<file path="src/rtl/axil_dna_reader.sv">
// AXI4-Lite read-only initiator that fetches the device-DNA block, polls until it is
// populated, and reports a masked match against a build-time expected ID.
module axil_dna_reader #(
  parameter int                    ADDR_WIDTH   = 16,
  parameter int                    DATA_WIDTH   = 32,
  parameter logic [ADDR_WIDTH-1:0] BASE_ADDR    = 16'h0000,
  parameter logic [95:0]           EXPECTED_DNA = 96'h0,
  parameter logic [95:0]           DNA_MASK     = 96'h01FF_FFFF_FFFF_FFFF,
  parameter int                    POLL_CYCLES  = 1024,
  parameter int                    MAX_RETRIES  = 16
) (
  input  logic                  m_axil_clk,
  input  logic                  m_axil_rstn,
  input  logic                  start,
  output logic [ADDR_WIDTH-1:0] m_axil_araddr,
  output logic [2:0]            m_axil_arprot,
  output logic                  m_axil_arvalid,
  input  logic                  m_axil_arready,
  input  logic [DATA_WIDTH-1:0] m_axil_rdata,
  input  logic [1:0]            m_axil_rresp,
  input  logic                  m_axil_rvalid,
  output logic                  m_axil_rready,
  output logic                  busy,
  output logic                  done,
  output logic                  dna_valid,
  output logic                  dna_match,
  output logic [31:0]           family,
  output logic [95:0]           dna,
  output logic                  err_resp,
  output logic                  err_timeout
);

  localparam int WW = $clog2(POLL_CYCLES + 1);
  localparam int RW = $clog2(MAX_RETRIES + 1);

  typedef enum logic [2:0] {
    S_IDLE  = 3'd0,
    S_AR    = 3'd1,
    S_R     = 3'd2,
    S_CHECK = 3'd3,
    S_WAIT  = 3'd4,
    S_DONE  = 3'd5
  } state_t;

  state_t                r_state;
  logic [1:0]            r_idx;
  logic [RW-1:0]         r_retry;
  logic [WW-1:0]         r_wait;
  logic [31:0]           r_word [4];
  logic [ADDR_WIDTH-1:0] r_araddr;
  logic                  r_arvalid;
  logic                  r_rready;
  logic                  r_busy;
  logic                  r_done;
  logic                  r_dna_valid;
  logic                  r_dna_match;
  logic [31:0]           r_family;
  logic [95:0]           r_dna;
  logic                  r_err_resp;
  logic                  r_err_timeout;

  logic [95:0]           w_dna_cand;
  logic                  w_not_ready;
  logic                  w_match;

  function automatic logic [ADDR_WIDTH-1:0] word_addr(input logic [1:0] idx);
    return BASE_ADDR + ADDR_WIDTH'({idx, 2'b00});
  endfunction

  // A block is "not ready" while the responder still shows an unpopulated DNA or family.
  assign w_dna_cand  = {r_word[2], r_word[1], r_word[0]};
  assign w_not_ready = (r_word[3] == 32'd0) || (w_dna_cand == 96'd0);
  assign w_match     = ((w_dna_cand & DNA_MASK) == (EXPECTED_DNA & DNA_MASK));

  // Sequencer: word fetch, readiness check, poll back-off and status capture.
  always_ff @(posedge m_axil_clk or negedge m_axil_rstn) begin
    if (!m_axil_rstn) begin
      r_state       <= S_IDLE;
      r_idx         <= 2'd0;
      r_retry       <= '0;
      r_wait        <= '0;
      r_word[0]     <= 32'd0;
      r_word[1]     <= 32'd0;
      r_word[2]     <= 32'd0;
      r_word[3]     <= 32'd0;
      r_araddr      <= BASE_ADDR;
      r_arvalid     <= 1'b0;
      r_rready      <= 1'b0;
      r_busy        <= 1'b0;
      r_done        <= 1'b0;
      r_dna_valid   <= 1'b0;
      r_dna_match   <= 1'b0;
      r_family      <= 32'd0;
      r_dna         <= 96'd0;
      r_err_resp    <= 1'b0;
      r_err_timeout <= 1'b0;
    end else begin
      case (r_state)
        S_IDLE: begin
          r_done <= 1'b0;
          if (start) begin
            r_dna_valid   <= 1'b0;
            r_dna_match   <= 1'b0;
            r_err_resp    <= 1'b0;
            r_err_timeout <= 1'b0;
            r_dna         <= 96'd0;
            r_family      <= 32'd0;
            r_idx         <= 2'd0;
            r_retry       <= '0;
            r_araddr      <= word_addr(2'd0);
            r_arvalid     <= 1'b1;
            r_busy        <= 1'b1;
            r_state       <= S_AR;
          end
        end
        S_AR: begin
          if (m_axil_arready) begin
            r_arvalid <= 1'b0;
            r_rready  <= 1'b1;
            r_state   <= S_R;
          end
        end
        S_R: begin
          if (m_axil_rvalid) begin
            r_rready      <= 1'b0;
            r_word[r_idx] <= m_axil_rdata[31:0];
            if (m_axil_rresp != 2'b00) begin
              r_err_resp <= 1'b1;
              r_done     <= 1'b1;
              r_state    <= S_DONE;
            end else if (r_idx != 2'd3) begin
              r_idx     <= r_idx + 2'd1;
              r_araddr  <= word_addr(r_idx + 2'd1);
              r_arvalid <= 1'b1;
              r_state   <= S_AR;
            end else begin
              r_state <= S_CHECK;
            end
          end
        end
        S_CHECK: begin
          if (w_not_ready) begin
            r_retry <= r_retry + RW'(1);
            if (r_retry == RW'(MAX_RETRIES - 1)) begin
              r_err_timeout <= 1'b1;
              r_done        <= 1'b1;
              r_state       <= S_DONE;
            end else begin
              r_wait  <= WW'(POLL_CYCLES);
              r_state <= S_WAIT;
            end
          end else begin
            r_dna       <= w_dna_cand;
            r_family    <= r_word[3];
            r_dna_valid <= 1'b1;
            r_dna_match <= w_match;
            r_done      <= 1'b1;
            r_state     <= S_DONE;
          end
        end
        S_WAIT: begin
          // The counter value 1 marks the last of POLL_CYCLES idle cycles.
          if (r_wait <= WW'(1)) begin
            r_wait    <= '0;
            r_idx     <= 2'd0;
            r_araddr  <= word_addr(2'd0);
            r_arvalid <= 1'b1;
            r_state   <= S_AR;
          end else begin
            r_wait <= r_wait - WW'(1);
          end
        end
        S_DONE: begin
          r_done  <= 1'b0;
          r_busy  <= 1'b0;
          r_state <= S_IDLE;
        end
        default: begin
          r_arvalid <= 1'b0;
          r_rready  <= 1'b0;
          r_busy    <= 1'b0;
          r_done    <= 1'b0;
          r_state   <= S_IDLE;
        end
      endcase
    end
  end

  assign m_axil_araddr  = r_araddr;
  assign m_axil_arprot  = 3'b000;
  assign m_axil_arvalid = r_arvalid;
  assign m_axil_rready  = r_rready;
  assign busy           = r_busy;
  assign done           = r_done;
  assign dna_valid      = r_dna_valid;
  assign dna_match      = r_dna_match;
  assign family         = r_family;
  assign dna            = r_dna;
  assign err_resp       = r_err_resp;
  assign err_timeout    = r_err_timeout;

endmodule

</file>
<file path="config.mk">
export PLATFORM = sky130hd
export DESIGN_NAME = axil_dna_reader
export DESIGN_NICKNAME = d
export VERILOG_FILES = /design/src/rtl/axil_dna_reader.sv
export SDC_FILE = /design/constraint.sdc
export NUM_CORES = 1
export LEC_CHECK = 0
export CORE_UTILIZATION = 50
export DETAILED_ROUTE_END_ITERATION = 7
export GPL_ROUTABILITY_DRIVEN = 0
export PLACE_DENSITY_LB_ADDON = 0.3
export SYNTH_ARGS = -nofsm -noshare
export SYNTH_HDL_FRONTEND = slang
export SYNTH_SLANG_ARGS = --single-unit
</file>
<file path="constraint.sdc">
create_clock -name m_axil_clk -period 2.68 [get_ports m_axil_clk]
set_input_delay 0.536 -clock m_axil_clk [delete_from_list [all_inputs] [get_ports m_axil_clk]]
set_output_delay 0.536 -clock m_axil_clk [all_outputs]
set_load 0.01 [all_outputs]
</file>
After elaboration in Yosys (flattened, before gate mapping). Index checks and enable logic that the tools add are counted. W data, S select, Z words.

Flip-flop bits (word level): 301. Bits in read-only memories: 0. Bits in latches: 0. Logic and storage cells: 137. Output and inout bits: 155. RAM bits: 0. Bits of input ports: 39. Memories: 0.

Order comparisons: 3. Bitwise logic cells: 5. Multiplexer cells: 61. Multiply operators: 0. Add/subtract/negate cells: 3. Shift operators: 0. Div/mod/pow operators: 0. Reduce and logical (&&, ||, !) cells: 27. Eq/ne operators: 19.

Operators with widths (count): $logic_not A96 Y1 (2); $mux W96 (2); $pmux W96 S2 (1); $bwmux W128 (1); $mux W32 (3); $mux W16 (5); $demux W32 S2 (1); $pmux W32 S2 (1); $pmux W16 S3 (1); $mux W11 (3); $logic_not A32 Y1 (1); $ne A2 B2 Y1 const B (12); $pmux W11 S2 (1); $mux W3 (6); $mux W1 (17); $reduce_and A4 Y1 (4); $pmux W3 S5 (1); $mux W2 (6); $reduce_and A3 Y1 (4); $le A11 B1 Y1 const B (1); $sub A11 B1 Y11 const B (1); $mux W5 (2); $pmux W1 S2 (5); $pmux W5 S2 (1); other kinds (24) (36).

Logic depth before layout (Yosys ltp). Gate-level depths: netlist of run 1.

Depth after elaboration: 6. Mapped depth: 8. Depth with buffers taken out: 7.

Worst setup path before layout of run 1. No wires, ideal clock.

Path type: flip-flop to flip-flop. Start point: register r_wait[2]. End point: register r_wait[7]. Library setup time: 0.137 ns. Slack: 0.511 ns. Required time: 2.543 ns. Cell stages (with the launch flop): 8. Buffers on the path: 2. Data arrival time: 2.032 ns. Period minus slack after synthesis: 2.169 ns. Path through: dfrtp_1 > buf_6 > or4_4 > o41ai_4 > buf_6 > nor3_1 > o22ai_1 > a21oi_1.

Word-level cells in the longest chain between the ends: 3. Elaborated cells on any way between the ends: 4. Classes of those cells: add/sub: 1; order compare: 1; mux: 2.

RTL lines: from (decl) (line 48) `logic [WW-1:0] r_wait;`; from (signal assigned) (line 149) `r_wait <= WW'(POLL_CYCLES);`; from (signal assigned) (line 170) `r_wait <= r_wait - WW'(1);`; $sub A11 B1 Y11 or $le A11 B1 Y1 (tied branches) (line 170, 163); $mux W11 * (line 163) `if (r_wait <= WW'(1)) begin`; $pmux W11 S2 * (line 98) `case (r_state)`.

Mark *: on every way between the ends. The rest lies on a longest branch, timed or not. A chain may end at the register's enable or synchronous reset.

Final worst setup path of run 1.
Start point: register r_word[118] (netlist bit). End point: register r_family[17] (netlist: family[17]).

Word-level cells in the longest chain between the ends: 4.

RTL lines: from (decl) (line 49) `logic [31:0] r_word [4];`; from (signal, indexed assignment) (line 126) `r_word[r_idx] <= m_axil_rdata[31:0];`; $logic_not A96 Y1 (line 72) `assign w_not_ready = (r_word[3] == 32'd0) || (w_dna_cand == 96'd0);`; $logic_or A1 B1 Y1 (line 72); $ne A2 B2 Y1 (no source line); $reduce_and A3 Y1 (no source line); to (signal assigned) (line 154) `r_family <= r_word[3];`; to (decl) (line 57) `logic [31:0] r_family;`.

Every way passes these cells.

==> results of run 1 <==
logic make-up (layout without fill, tap and decap cells):
kind of cell,after synthesis,after routing,synth area share
flip-flops,285,285,0.619
AO/OA/AOI/OAI,196,196,0.137
AND/OR/NAND/NOR,136,136,0.0677
multiplexers,134,134,0.130
buffers and inverters,82,270,0.0361
adder cells (fa/ha/maj),8,8,0.00868
XOR/XNOR,2,2,0.00152
other,1,17,0.000325
state kept, by name, indices dropped and copies added (netlist names):
signal	flops
done	1
busy	1
m_axil_araddr	2
r_state	3
dna_match	1
dna	96
r_wait	11
r_word	128
dna_valid	1
r_retry	5
m_axil_arvalid	1
family	32
err_timeout	1
err_resp	1
m_axil_rready	1
critical path: cells and delay by family, from the launching register on:
kind                   cells  cell delay [ps]
AND/OR/NAND/NOR            3             1110
buffers and inverters      2              470
AO/OA/AOI/OAI              2              420
flip-flops                 1              400
final timing paths:
| kind | slack [ps] | to | depth (start not counted) |
|---|---|---|---|
| worst min register to register | 500 | dna[82]$_DFFE_PN0P_ | 1 |
| max in group asynchronous | 1320 | dna_valid$_DFFE_PN0P_ | 3 |
| worst max register to register | 220 | family[17]$_DFFE_PN0P_ | 7 |
| worst min-delay path | 500 | dna[82]$_DFFE_PN0P_ | 1 |
| worst max-delay path | 220 | family[17]$_DFFE_PN0P_ | 7 |
| min in group asynchronous | 570 | dna[62]$_DFFE_PN0P_ | 2 |
per-stage QoR:
stage | power [uW] | util | cells | cell area [sq um] | worst slack, ps
final | 12300 | 0.646 | 1333 | 14600 | 219
after global routing | 12900 | 0.646 | 1333 | 14600 | 46.2
after CTS | 12400 | 0.646 | 1333 | 14600 | 158
after detailed placement | 8440 | 0.605 | 1280 | 13700 | 189
after global placement | 8340 | 0.605 | 1280 | 13700 | 240
after floorplan | 7270 | - | 860 | 11600 | 511
layout by cell type, fill, tap and decap left out, types with 3 or more instances in the layout:
cell type | Yosys | routed
sky130_fd_sc_hd__o22ai_1 | 4 | 4
sky130_fd_sc_hd__a22o_1 | 130 | 130
sky130_fd_sc_hd__a31oi_1 | 6 | 6
sky130_fd_sc_hd__nand2_1 | 29 | 29
sky130_fd_sc_hd__conb_1 | 1 | 17
sky130_fd_sc_hd__a21oi_1 | 17 | 16
sky130_fd_sc_hd__nor2_1 | 20 | 20
sky130_fd_sc_hd__buf_4 | 17 | 20
sky130_fd_sc_hd__ha_1 | 8 | 8
sky130_fd_sc_hd__clkbuf_16 | 0 | 29
sky130_fd_sc_hd__clkbuf_1 | 14 | 7
sky130_fd_sc_hd__a21o_1 | 4 | 4
sky130_fd_sc_hd__nor3_1 | 12 | 12
sky130_fd_sc_hd__inv_1 | 12 | 12
sky130_fd_sc_hd__nor4_1 | 35 | 35
sky130_fd_sc_hd__o21ai_0 | 18 | 18
sky130_fd_sc_hd__nand2b_1 | 4 | 4
sky130_fd_sc_hd__mux2_2 | 128 | 128
sky130_fd_sc_hd__clkbuf_8 | 0 | 8
sky130_fd_sc_hd__dfrtp_1 | 285 | 285
sky130_fd_sc_hd__buf_12 | 0 | 9
sky130_fd_sc_hd__mux2i_1 | 6 | 6
sky130_fd_sc_hd__nand4_1 | 9 | 9
sky130_fd_sc_hd__nor2b_1 | 4 | 4
sky130_fd_sc_hd__clkdlybuf4s50_1 | 0 | 175
sky130_fd_sc_hd__clkinv_2 | 0 | 5
sky130_fd_sc_hd__nor3b_1 | 3 | 3
metal layers:
layer / track usage / wire length, um / up-vias
met5: 0 / 0 / -
met4: 0.0657 / 735 / 0
met3: 0.0375 / 1720 / 48
met2: 0.382 / 13200 / 303
met1: 0.361 / 12800 / 4110
li1: - / - / 3491
final cells by class:
type                            count  area [sq um]
Clock buffer                       44           862
Clock inverter                      8          71.3
Fill cell                        1695          8010
Inverter                           12          45.0
Multi-Input combinational cell    493          4060
Sequential cell                   285          7130
Tap cell                          285           357
Timing Repair Buffer              206          2110
power by group:
part / internal (uW) / switching (uW) / leakage (uW)
combinational: 1310 / 1570 / 0.00254
clock: 2300 / 1620 / 0.000461
sequential: 4930 / 581 / 0.00388
total: 8540 / 3770 / 0.00688
==> results_tabular.tex, run 1 <==
\begin{tabular}{lr}
\hline
Metric & Value \\
\hline
\multicolumn{2}{l}{\textbf{Clock network}} \\
\quad Insertion delay of the later-clocked pin in the worst-skew pair & 540 ps \\
\quad Largest buffer count on any clock path & 3 \\
\quad Number of buffers inserted by hold repair at cts & 1 \\
\quad Clock tree from TritonCTS & built \\
\quad Clock buffer count from CTS & 28 \\
\quad Htree depth & 1 \\
\quad Reg clk slew, reported paths & 60 ps \\
\quad Count of buffers added by post-CTS timing repair for setup & 0 \\
\quad Count of instances resized after the clock tree is built & 0 \\
\quad Number of clock sinks & 285 \\
\quad Root Driver & sky130\_fd\_sc\_hd\_\_clkbuf\_16 \\
\multicolumn{2}{l}{\textbf{Final layout}} \\
\quad N\_diodes & 0 \\
\quad NumNets Final & 1073 \\
\quad Fraction of layout cells with a size suffix above 1 & 0.206 \\
\quad Relative area change from synthesis to final layout & 27.0\% \\
\multicolumn{2}{l}{\textbf{Yosys}} \\
\quad Post-synthesis cell area & 11500 sq um \\
\quad Library cell with the largest summed area after synthesis & sky130\_fd\_sc\_hd\_\_dfrtp\_1 \\
\quad Fraction of synthesis flops using an asynchronous set or reset pin & 1.00 \\
\quad Post-synthesis instance total & 844 \\
\quad Synthesis-stage register bit count & 285 \\
\quad Ranking of synthesized cells by area & sky130\_fd\_sc\_hd\_\_dfrtp\_1, sky130\_fd\_sc\_hd\_\_mux2\_2, sky130\_fd\_sc\_hd\_\_a22o\_1 \\
\quad Distinct cell type count of the synthesized netlist & 56 \\
\quad Number of synthesized flops with an enable pin & 0 \\
\quad Yosys top cell area share & 0.619 \\
\quad Dominant synthesized flop cell & sky130\_fd\_sc\_hd\_\_dfrtp\_1 \\
\quad Library cell with the highest instance count after synthesis & sky130\_fd\_sc\_hd\_\_dfrtp\_1 \\
\quad Average cell area after synthesis & 13.7 sq um \\
\quad Register area share after synthesis & 0.619 \\
\quad Most instantiated cells after synthesis & sky130\_fd\_sc\_hd\_\_dfrtp\_1, sky130\_fd\_sc\_hd\_\_a22o\_1, sky130\_fd\_sc\_hd\_\_mux2\_2 \\
\quad Warning count from the yosys run & 0 \\
\multicolumn{2}{l}{\textbf{STA}} \\
\quad Worst hold slack & 497 ps \\
\quad Relative max-transition margin & 0.605 \\
\quad Final setup TNS & 0 ps \\
\quad Count of endpoints failing setup in the final report & 0 \\
\quad Worst slew pin tran & 592 ps \\
\quad FMAX & 406 MHz \\
\quad Unrepaired setup endpoints after global routing & false \\
\quad Final slew viol count & 0 \\
\quad Final Hold Fails & 0 \\
\quad Final worst path period share & 0.918 \\
\quad Final period demand of the worst path & 2460 ps \\
\quad Clock Skew & 14.4 ps \\
\multicolumn{2}{l}{\textbf{GRT}} \\
\quad Gr usage total & 0.246 \\
\quad Via count of the first global-routing pass & 7868 \\
\quad Maximum number of pins on one net before global-route repair & 72 \\
\quad First-pass GRT wire length & 45400 um \\
\quad Leftover overflow at the end of global routing & 0 \\
\quad Initial antenna violation count & 0 \\
\multicolumn{2}{l}{\textbf{Floorplanning}} \\
\quad Number of cell rows & 55 \\
\quad Effective utilization at floorplan & 0.509 \\
\quad Die area & 23700 sq um \\
\quad Chip width & 154 um \\
\quad Area inside the core boundary & 22600 sq um \\
\quad Num ports & 194 \\
\quad Height of the die & 154 um \\
\multicolumn{2}{l}{\textbf{Worst hold path}} \\
\quad Critical hold path startpoint & dna[82]\$\_DFFE\_PN0P\_ \\
\quad Type of the most critical hold path & reg2reg \\
\multicolumn{2}{l}{\textbf{Route}} \\
\quad TritonRoute pass-1 iters & 5 \\
\quad Average vias per placed instance & 5.97 \\
\quad First DRT Iteration DRCs & 604 \\
\quad DR DRC count & 0 \\
\quad Number of nets with antenna violations after detailed routing & 0 \\
\quad Total number of vias & 7952 \\
\quad Final wirelength & 28500 um \\
\quad Routed wire per std cell & 21.4 um \\
\multicolumn{2}{l}{\textbf{Critical path}} \\
\quad Critical path required time & 3140 ps \\
\quad Most numerous cell on the critical path & sky130\_fd\_sc\_hd\_\_buf\_4 \\
\quad Arrival time at the worst endpoint & 2920 ps \\
\quad Chain of cells forming the critical path & nor4\_1 -> nand3\_1 -> nor4\_4 -> buf\_4 -> a221o\_4 -> buf\_4 -> a22o\_1 \\
\quad Reg-to-Reg Start & r\_word[118]\$\_DFFE\_PN0P\_ \\
\quad Type of origin of the critical path & flip-flop \\
\quad Timing startpoint of the critical path & r\_word[118]\$\_DFFE\_PN0P\_ \\
\quad Biggest cell delay along the critical path & 500 ps \\
\quad Critical-path maximum fanout & 20 \\
\quad Kind of critical path & reg2reg \\
\quad Slowest stage cell on the critical path & sky130\_fd\_sc\_hd\_\_nor4\_1 \\
\quad Critical path endpoint category & flip-flop \\
\multicolumn{2}{l}{\textbf{Placement}} \\
\quad PortBufs & 176 \\
\quad Detailed placer's ending HPWL & 18800 um \\
\multicolumn{2}{l}{\textbf{Job}} \\
\quad Number of max-capacitance violations reported & 0 \\
\multicolumn{2}{l}{\textbf{Pwr}} \\
\quad Power density over cell area & 841 nW/um\^{}2 \\
\quad Leakage dissipation & 0.00688 uW \\
\quad VDD IR max & 0.546 mV \\
\multicolumn{2}{l}{\textbf{Status}} \\
\quad Run status & finished, final reports clean \\
\hline
\end{tabular}
Power figures use the tool's default switching activity.
==> run 2, diff against run 1 <==
MAX_ROUTING_LAYER = met4   (was not set)
==> run 2 against run 1 <==
Net effect:
- sequential cell count is the same
- global-route usage rose by 0.80 points
- sequential power about the same
- fmax decreased by 0.97%
- power about the same
- final area unchanged
- via count grew 0.23%
- critical endpoint is now dna[46]$_DFFE_PN0P_
- cell count unchanged
- clock-buffer cell count unchanged
- die area stayed put
- combinational power about the same
- worst hold slack about the same
==> results_tabular.tex, run 2 (synthesis gave the netlist of run 1 again) <==
\begin{tabular}{lr}
\hline
Metric & Value \\
\hline
\multicolumn{2}{l}{\textbf{Final layout}} \\
\quad Register bank with the most flops & r\_word (unchanged) \\
\quad Area used by sequential logic in the layout & 7130 sq um (unchanged) \\
\quad Final core occ & 0.646 (unchanged) \\
\quad Non-filler instance count after layout & 1333 (unchanged) \\
\quad Relative area change from synthesis to final layout & 27.0\% (unchanged) \\
\quad Fraction of layout cells with a size suffix above 1 & 0.206 (unchanged) \\
\quad Fillers & 1695 (unchanged) \\
\quad Area of the multi-input gates & 4060 sq um (unchanged) \\
\quad NumNets Final & 1073 (unchanged) \\
\quad N\_diodes & 0 (unchanged) \\
\quad Most frequent cells in the layout & sky130\_fd\_sc\_hd\_\_dfrtp\_1, sky130\_fd\_sc\_hd\_\_clkdlybuf4s50\_1, sky130\_fd\_sc\_hd\_\_a22o\_1 (unchanged) \\
\quad Max reg flops & 128 (unchanged) \\
\quad Most common cell after layout, fill and taps aside & sky130\_fd\_sc\_hd\_\_dfrtp\_1 (unchanged) \\
\multicolumn{2}{l}{\textbf{STA}} \\
\quad Count of endpoints failing setup in the final report & 0 (unchanged) \\
\quad Relative max-transition margin & 0.605 (about the same) \\
\quad Setup slack of the critical path after layout & 195 ps (was 219 ps) \\
\quad Final slew viol count & 0 (unchanged) \\
\quad Final setup TNS & 0 ps (unchanged) \\
\quad FMAX & 402 MHz (was 406 MHz) \\
\quad Unrepaired setup endpoints after global routing & false (unchanged) \\
\quad Final worst path period share & 0.927 (was 0.918) \\
\quad Final Hold Fails & 0 (unchanged) \\
\quad Clock Skew & 12.1 ps (was 14.4 ps) \\
\quad Final period demand of the worst path & 2480 ps (was 2460 ps) \\
\quad Worst slew pin tran & 593 ps (was 592 ps) \\
\multicolumn{2}{l}{\textbf{Critical path}} \\
\quad Timing startpoint of the critical path & r\_word[118]\$\_DFFE\_PN0P\_ (unchanged) \\
\quad Critical path required time & 3090 ps (was 3140 ps) \\
\quad Critical-path maximum fanout & 60 (was 20) \\
\quad Type of origin of the critical path & flip-flop (unchanged) \\
\quad Kind of critical path & reg2reg (unchanged) \\
\quad Reg-to-Reg Start & r\_word[118]\$\_DFFE\_PN0P\_ (unchanged) \\
\quad Logic depth of the worst register-to-register path & 7 (unchanged) \\
\quad Arrival time at the worst endpoint & 2900 ps (was 2920 ps) \\
\quad Critical path endpoint category & flip-flop (unchanged) \\
\multicolumn{2}{l}{\textbf{Route}} \\
\quad Routed wire per std cell & 21.3 um (was 21.4 um) \\
\quad DR DRC count & 0 (unchanged) \\
\quad First DRT Iteration DRCs & 498 (was 604) \\
\quad Number of nets with antenna violations after detailed routing & 0 (unchanged) \\
\quad Average vias per placed instance & 5.98 (was 5.97) \\
\quad Total number of vias & 7970 (was 7952) \\
\quad TritonRoute pass-1 iters & 5 (unchanged) \\
\quad Final wirelength & 28400 um (was 28500 um) \\
\multicolumn{2}{l}{\textbf{Job}} \\
\quad Number of max-capacitance violations reported & 0 (unchanged) \\
\multicolumn{2}{l}{\textbf{Floorplanning}} \\
\quad Area inside the core boundary & 22600 sq um (unchanged) \\
\quad Number of cell rows & 55 (unchanged) \\
\quad Effective utilization at floorplan & 0.509 (unchanged) \\
\quad Die area & 23700 sq um (unchanged) \\
\quad Num ports & 194 (unchanged) \\
\quad Height of the die & 154 um (unchanged) \\
\quad Chip width & 154 um (unchanged) \\
\multicolumn{2}{l}{\textbf{GRT}} \\
\quad Gr usage total & 0.254 (was 0.246) \\
\quad Initial antenna violation count & 0 (unchanged) \\
\quad First-pass GRT wire length & 45400 um (about the same) \\
\quad Via count of the first global-routing pass & 7857 (was 7868) \\
\quad Maximum number of pins on one net before global-route repair & 72 (unchanged) \\
\quad Leftover overflow at the end of global routing & 0 (unchanged) \\
\multicolumn{2}{l}{\textbf{Placement}} \\
\quad Cell count after placement & 1280 (unchanged) \\
\quad Detailed placer's ending HPWL & 18800 um (unchanged) \\
\quad PortBufs & 176 (unchanged) \\
\quad Minimum setup slack after placement & 189 ps (unchanged) \\
\multicolumn{2}{l}{\textbf{Worst hold path}} \\
\quad Type of the most critical hold path & reg2reg (unchanged) \\
\quad Critical hold path startpoint & dna[82]\$\_DFFE\_PN0P\_ (unchanged) \\
\quad Hold Path Cell Cnt & 1 (unchanged) \\
\multicolumn{2}{l}{\textbf{Pwr}} \\
\quad Power density over cell area & 841 nW/um\^{}2 (about the same) \\
\quad VDD IR max & 0.552 mV (was 0.546 mV) \\
\quad Net Sw Power & 3770 uW (about the same) \\
\quad Share of total power consumed by net switching & 0.307 (was 0.306) \\
\quad Comb power frac & 0.234 (about the same) \\
\quad Total power consumption of the routed design & 12300 uW (about the same) \\
\quad Leakage dissipation & 0.00688 uW (unchanged) \\
\quad Internal Power & 8540 uW (about the same) \\
\quad Clock share of power & 0.319 (about the same) \\
\quad Reg power frac & 0.447 (about the same) \\
\multicolumn{2}{l}{\textbf{Clock network}} \\
\quad Htree depth & 1 (unchanged) \\
\quad Number of clock sinks & 285 (unchanged) \\
\quad Count of instances resized after the clock tree is built & 0 (unchanged) \\
\quad Clock buffer count from CTS & 28 (unchanged) \\
\quad Count of buffers added by post-CTS timing repair for setup & 0 (unchanged) \\
\quad Root Driver & sky130\_fd\_sc\_hd\_\_clkbuf\_16 (unchanged) \\
\quad Clock tree from TritonCTS & built (unchanged) \\
\quad Reg clk slew, reported paths & 60 ps (about the same) \\
\quad Insertion delay of the later-clocked pin in the worst-skew pair & 540 ps (about the same) \\
\quad Largest buffer count on any clock path & 3 (unchanged) \\
\multicolumn{2}{l}{\textbf{Status}} \\
\quad Run status & finished, final reports clean (unchanged) \\
\hline
\end{tabular}
==> run 2: cell counts in the layout (fill, tap and decap cells not counted) <==
No cell type changed its count.
==> run 2: critical path, cell delays in order (launching register included) <==
cell	delay (ps)
sky130_fd_sc_hd__dfrtp_1	400
sky130_fd_sc_hd__nor4_1	490
sky130_fd_sc_hd__nand3_1	310
sky130_fd_sc_hd__nor4_4	330
sky130_fd_sc_hd__buf_4	200
sky130_fd_sc_hd__a21oi_4	90
sky130_fd_sc_hd__buf_12	200
sky130_fd_sc_hd__a22o_1	280
==> run 2: layout make-up <==
type                       count  area share
sequential                   285       0.487
timing repair buffer         206       0.144
multi-input combinational    493       0.277
clock inverter                 8     0.00487
tap                          285      0.0244
clock buffer                  44      0.0589
inverter                      12     0.00308
==> run 2: layer usage <==
| metal | global-route usage | wire length [um] |
|---|---|---|
| met5 | - | 0 |
| met4 | 0.0657 | 743 |
| met3 | 0.0335 | 1620 |
| met2 | 0.381 | 13100 |
| met1 | 0.366 | 12900 |
==> run 2: final timing paths <==
path / end / slack (ps)
min in group asynchronous: r_wait[10]$_DFFE_PN0P_ / 560
max in group asynchronous: dna_valid$_DFFE_PN0P_ / 1320
max reg2reg: dna[46]$_DFFE_PN0P_ / 200
min reg2reg: dna[82]$_DFFE_PN0P_ / 500
max: dna[46]$_DFFE_PN0P_ / 200
min: dna[82]$_DFFE_PN0P_ / 500
==> run 2: timing repair <==
| item | in CTS | in global routing |
|---|---|---|
| hold buffers | 1 | 0 |
| hold endpoints to repair | 20 | 0 |
| setup endpoints to repair | 0 | 0 |
==> run 2: power groups by stage <==
| stage | logic, uW | clock network, uW | registers [uW] |
|---|---|---|---|
| final | 2880 | 3930 | 5510 |
| after global routing | 3140 | 4160 | 5580 |
| after CTS | 2890 | 3980 | 5490 |
| after detailed placement | 2880 | 0 | 5560 |
| after global placement | 2810 | 0 | 5530 |
| after floorplan | 1880 | 0 | 5390 |
==> run 2: per-stage QoR <==
stage / hold WS, ps / instance area (sq um)
final: 497 / 14600
after global routing: 513 / 14600
after CTS: 501 / 14600
after detailed placement: 481 / 13700
after global placement: 484 / 13700
after floorplan: 240 / 11600
==> run 3, diff against run 2 <==
clock period = 2.4 ns   (was 2.68 ns; I/O delays follow)
==> run 3 against run 2 <==
Net effect:
- wire length shrank 0.44%
- cell count grew 0.75%
- non-clock buffer count grew 9
- combinational power grew 20%
- clock power grew 16%
- clock-buffer cell count shrank 4
- largest cell class unchanged
- highest routed layer unchanged
==> results_tabular.tex, run 3 (synthesis gave the netlist of run 1 again) <==
\begin{tabular}{lr}
\hline
Metric & Value \\
\hline
\multicolumn{2}{l}{\textbf{Critical path}} \\
\quad Type of origin of the critical path & flip-flop (unchanged) \\
\quad Timing startpoint of the critical path & r\_word[83]\$\_DFFE\_PN0P\_ (was r\_word[118]\$\_DFFE\_PN0P\_) \\
\quad Critical-path maximum fanout & 15 (was 60) \\
\quad Kind of critical path & reg2reg (unchanged) \\
\quad Critical path required time & 2890 ps (was 3090 ps) \\
\quad Critical path endpoint category & flip-flop (unchanged) \\
\quad Logic depth of the worst register-to-register path & 8 (was 7) \\
\quad Arrival time at the worst endpoint & 2780 ps (was 2900 ps) \\
\quad Reg-to-Reg Start & r\_word[83]\$\_DFFE\_PN0P\_ (was r\_word[118]\$\_DFFE\_PN0P\_) \\
\multicolumn{2}{l}{\textbf{Placement}} \\
\quad PortBufs & 176 (unchanged) \\
\quad Detailed placer's ending HPWL & 18900 um (was 18800 um) \\
\quad Minimum setup slack after placement & -70.1 ps (was 189 ps) \\
\multicolumn{2}{l}{\textbf{Pwr}} \\
\quad Total power consumption of the routed design & 14200 uW (was 12300 uW) \\
\quad Comb power frac & 0.244 (was 0.234) \\
\quad Share of total power consumed by net switching & 0.309 (was 0.307) \\
\quad Leakage dissipation & 0.00700 uW (was 0.00688 uW) \\
\quad Power density over cell area & 954 nW/um\^{}2 (was 841 nW/um\^{}2) \\
\quad Clock share of power & 0.321 (was 0.319) \\
\quad Internal Power & 9810 uW (was 8540 uW) \\
\quad Net Sw Power & 4390 uW (was 3770 uW) \\
\quad Reg power frac & 0.435 (was 0.447) \\
\quad VDD IR max & 0.613 mV (was 0.552 mV) \\
\multicolumn{2}{l}{\textbf{Clock network}} \\
\quad Reg clk slew, reported paths & 60 ps (about the same) \\
\quad Largest buffer count on any clock path & 3 (unchanged) \\
\quad Insertion delay of the later-clocked pin in the worst-skew pair & 560 ps (was 540 ps) \\
\quad Htree depth & 1 (unchanged) \\
\quad Clock buffer count from CTS & 29 (was 28) \\
\quad Root Driver & sky130\_fd\_sc\_hd\_\_clkbuf\_16 (unchanged) \\
\quad Clock tree from TritonCTS & built (unchanged) \\
\quad Number of clock sinks & 285 (unchanged) \\
\multicolumn{2}{l}{\textbf{Final layout}} \\
\quad Most common cell after layout, fill and taps aside & sky130\_fd\_sc\_hd\_\_dfrtp\_1 (unchanged) \\
\quad Most frequent cells in the layout & sky130\_fd\_sc\_hd\_\_dfrtp\_1, sky130\_fd\_sc\_hd\_\_clkdlybuf4s50\_1, sky130\_fd\_sc\_hd\_\_a22o\_1 (unchanged) \\
\quad Relative area change from synthesis to final layout & 29.1\% (was 27.0\%) \\
\quad Final core occ & 0.657 (was 0.646) \\
\quad Register bank with the most flops & r\_word (unchanged) \\
\quad N\_diodes & 0 (unchanged) \\
\quad Max reg flops & 128 (unchanged) \\
\quad Fraction of layout cells with a size suffix above 1 & 0.223 (was 0.206) \\
\quad NumNets Final & 1083 (was 1073) \\
\quad Fillers & 1645 (was 1695) \\
\multicolumn{2}{l}{\textbf{GRT}} \\
\quad Initial antenna violation count & 0 (unchanged) \\
\quad Leftover overflow at the end of global routing & 0 (unchanged) \\
\quad Gr usage total & 0.250 (was 0.254) \\
\quad Via count of the first global-routing pass & 7948 (was 7857) \\
\quad First-pass GRT wire length & 44800 um (was 45400 um) \\
\quad Maximum number of pins on one net before global-route repair & 65 (was 72) \\
\multicolumn{2}{l}{\textbf{STA}} \\
\quad Clock Skew & 14.0 ps (was 12.1 ps) \\
\quad Worst hold slack & 470 ps (was 497 ps) \\
\quad Final slew viol count & 0 (unchanged) \\
\quad Setup slack of the critical path after layout & 109 ps (was 195 ps) \\
\quad Count of endpoints failing setup in the final report & 0 (unchanged) \\
\quad Final Hold Fails & 0 (unchanged) \\
\quad Relative max-transition margin & 0.651 (was 0.605) \\
\quad Worst slew pin tran & 523 ps (was 593 ps) \\
\quad Final worst path period share & 0.954 (was 0.927) \\
\quad Final period demand of the worst path & 2290 ps (was 2480 ps) \\
\quad FMAX & 437 MHz (was 402 MHz) \\
\multicolumn{2}{l}{\textbf{Floorplanning}} \\
\quad Number of cell rows & 55 (unchanged) \\
\quad Area inside the core boundary & 22600 sq um (unchanged) \\
\quad Num ports & 194 (unchanged) \\
\quad Die area & 23700 sq um (unchanged) \\
\quad Chip width & 154 um (unchanged) \\
\quad Effective utilization at floorplan & 0.509 (unchanged) \\
\quad Height of the die & 154 um (unchanged) \\
\multicolumn{2}{l}{\textbf{Route}} \\
\quad Total number of vias & 7868 (was 7970) \\
\quad First DRT Iteration DRCs & 480 (was 498) \\
\quad Routed wire per std cell & 21.1 um (was 21.3 um) \\
\quad DR DRC count & 0 (unchanged) \\
\quad TritonRoute pass-1 iters & 7 (was 5) \\
\quad Final wirelength & 28300 um (was 28400 um) \\
\quad Number of nets with antenna violations after detailed routing & 0 (unchanged) \\
\quad Average vias per placed instance & 5.86 (was 5.98) \\
\multicolumn{2}{l}{\textbf{Job}} \\
\quad Number of max-capacitance violations reported & 0 (unchanged) \\
\multicolumn{2}{l}{\textbf{Status}} \\
\quad Run status & finished, final reports clean (unchanged) \\
\multicolumn{2}{l}{\textbf{Worst hold path}} \\
\quad Type of the most critical hold path & in2async (was reg2reg) \\
\hline
\end{tabular}
## run 3: changes by cell type in the layout (fill, tap and decap cells not counted)
cell / previous run / this run
sky130_fd_sc_hd__nor4_4: 1 / 3
sky130_fd_sc_hd__buf_12: 9 / 15
sky130_fd_sc_hd__buf_4: 20 / 23
sky130_fd_sc_hd__inv_16: 0 / 1
sky130_fd_sc_hd__nor4_1: 35 / 30
sky130_fd_sc_hd__nor3_1: 12 / 11
sky130_fd_sc_hd__clkbuf_1: 7 / 3
sky130_fd_sc_hd__bufinv_16: 1 / 2
sky130_fd_sc_hd__clkinvlp_4: 1 / 2
sky130_fd_sc_hd__nor4_2: 1 / 4
sky130_fd_sc_hd__clkinv_2: 5 / 7
sky130_fd_sc_hd__nor3_2: 0 / 1
## run 3: timing repair
item | CTS | global route
setup endpoints to repair | 125 | 132
gates resized for setup | 1 | 7
endpoints found under the hold margin | 59 | 0
setup buffers | 0 | 1
hold buffers | 1 | 0
pin swaps | 0 | 2
## run 3: area by class of cell
type / instances / area (sq um) / area share
Clock buffer: 40 / 847 / 0.0569
Clock inverter: 13 / 139 / 0.00933
Inverter: 12 / 45.0 / 0.00303
Multi-Input combinational cell: 493 / 4110 / 0.276
Sequential cell: 285 / 7130 / 0.479
Tap cell: 285 / 357 / 0.0240
Timing Repair Buffer: 215 / 2250 / 0.151
## run 3: routing by layer
layer  vias up  track usage  share of wire
met1      4060        0.352           0.46
met3        48       0.0397          0.051
met2       242        0.378           0.47
met5         -            -              0
li1       3518            -              -
met4         0       0.0724          0.024
## run 3: power by group through the flow
| stage | combinational [uW] | sequential, uW | clock [uW] |
|---|---|---|---|
| floorplan | 2100 | 6020 | 0 |
| global placement | 3210 | 6190 | 0 |
| detailed placement | 3290 | 6210 | 0 |
| CTS | 3330 | 6140 | 4640 |
| global route | 3760 | 6260 | 4840 |
| finish | 3460 | 6180 | 4560 |
## run 3: per-stage QoR
step / setup TNS [ps] / cell area (sq um) / instances
2_1_floorplan: 0 / 11600 / 860
3_3_place_gp: 0 / 13800 / 1288
3_5_place_dp: -2440 / 13800 / 1288
4_1_cts: 0 / 14800 / 1342
5_1_grt: -50.3 / 14900 / 1343
6_report: 0 / 14900 / 1343
## run 3: worst paths after layout
path	slack [ps]	to
setup / recovery	110	dna[9]$_DFFE_PN0P_
hold / removal	470	dna[62]$_DFFE_PN0P_
setup reg to reg	110	dna[9]$_DFFE_PN0P_
hold reg to reg	480	r_state[1]$_DFFE_PN0P_
max in group asynchronous	1210	dna[88]$_DFFE_PN0P_
min in group m_axil_clk	480	r_state[1]$_DFFE_PN0P_
## run 3: critical path: stages, from the launching register on
cell and delay (ps):
sky130_fd_sc_hd__dfrtp_1 400, sky130_fd_sc_hd__nor4_2 380, sky130_fd_sc_hd__buf_4 190, sky130_fd_sc_hd__nand4_1 130, sky130_fd_sc_hd__nor4_4 290, sky130_fd_sc_hd__buf_4 180
sky130_fd_sc_hd__a221o_4 250, sky130_fd_sc_hd__buf_4 240, sky130_fd_sc_hd__a22o_1 170
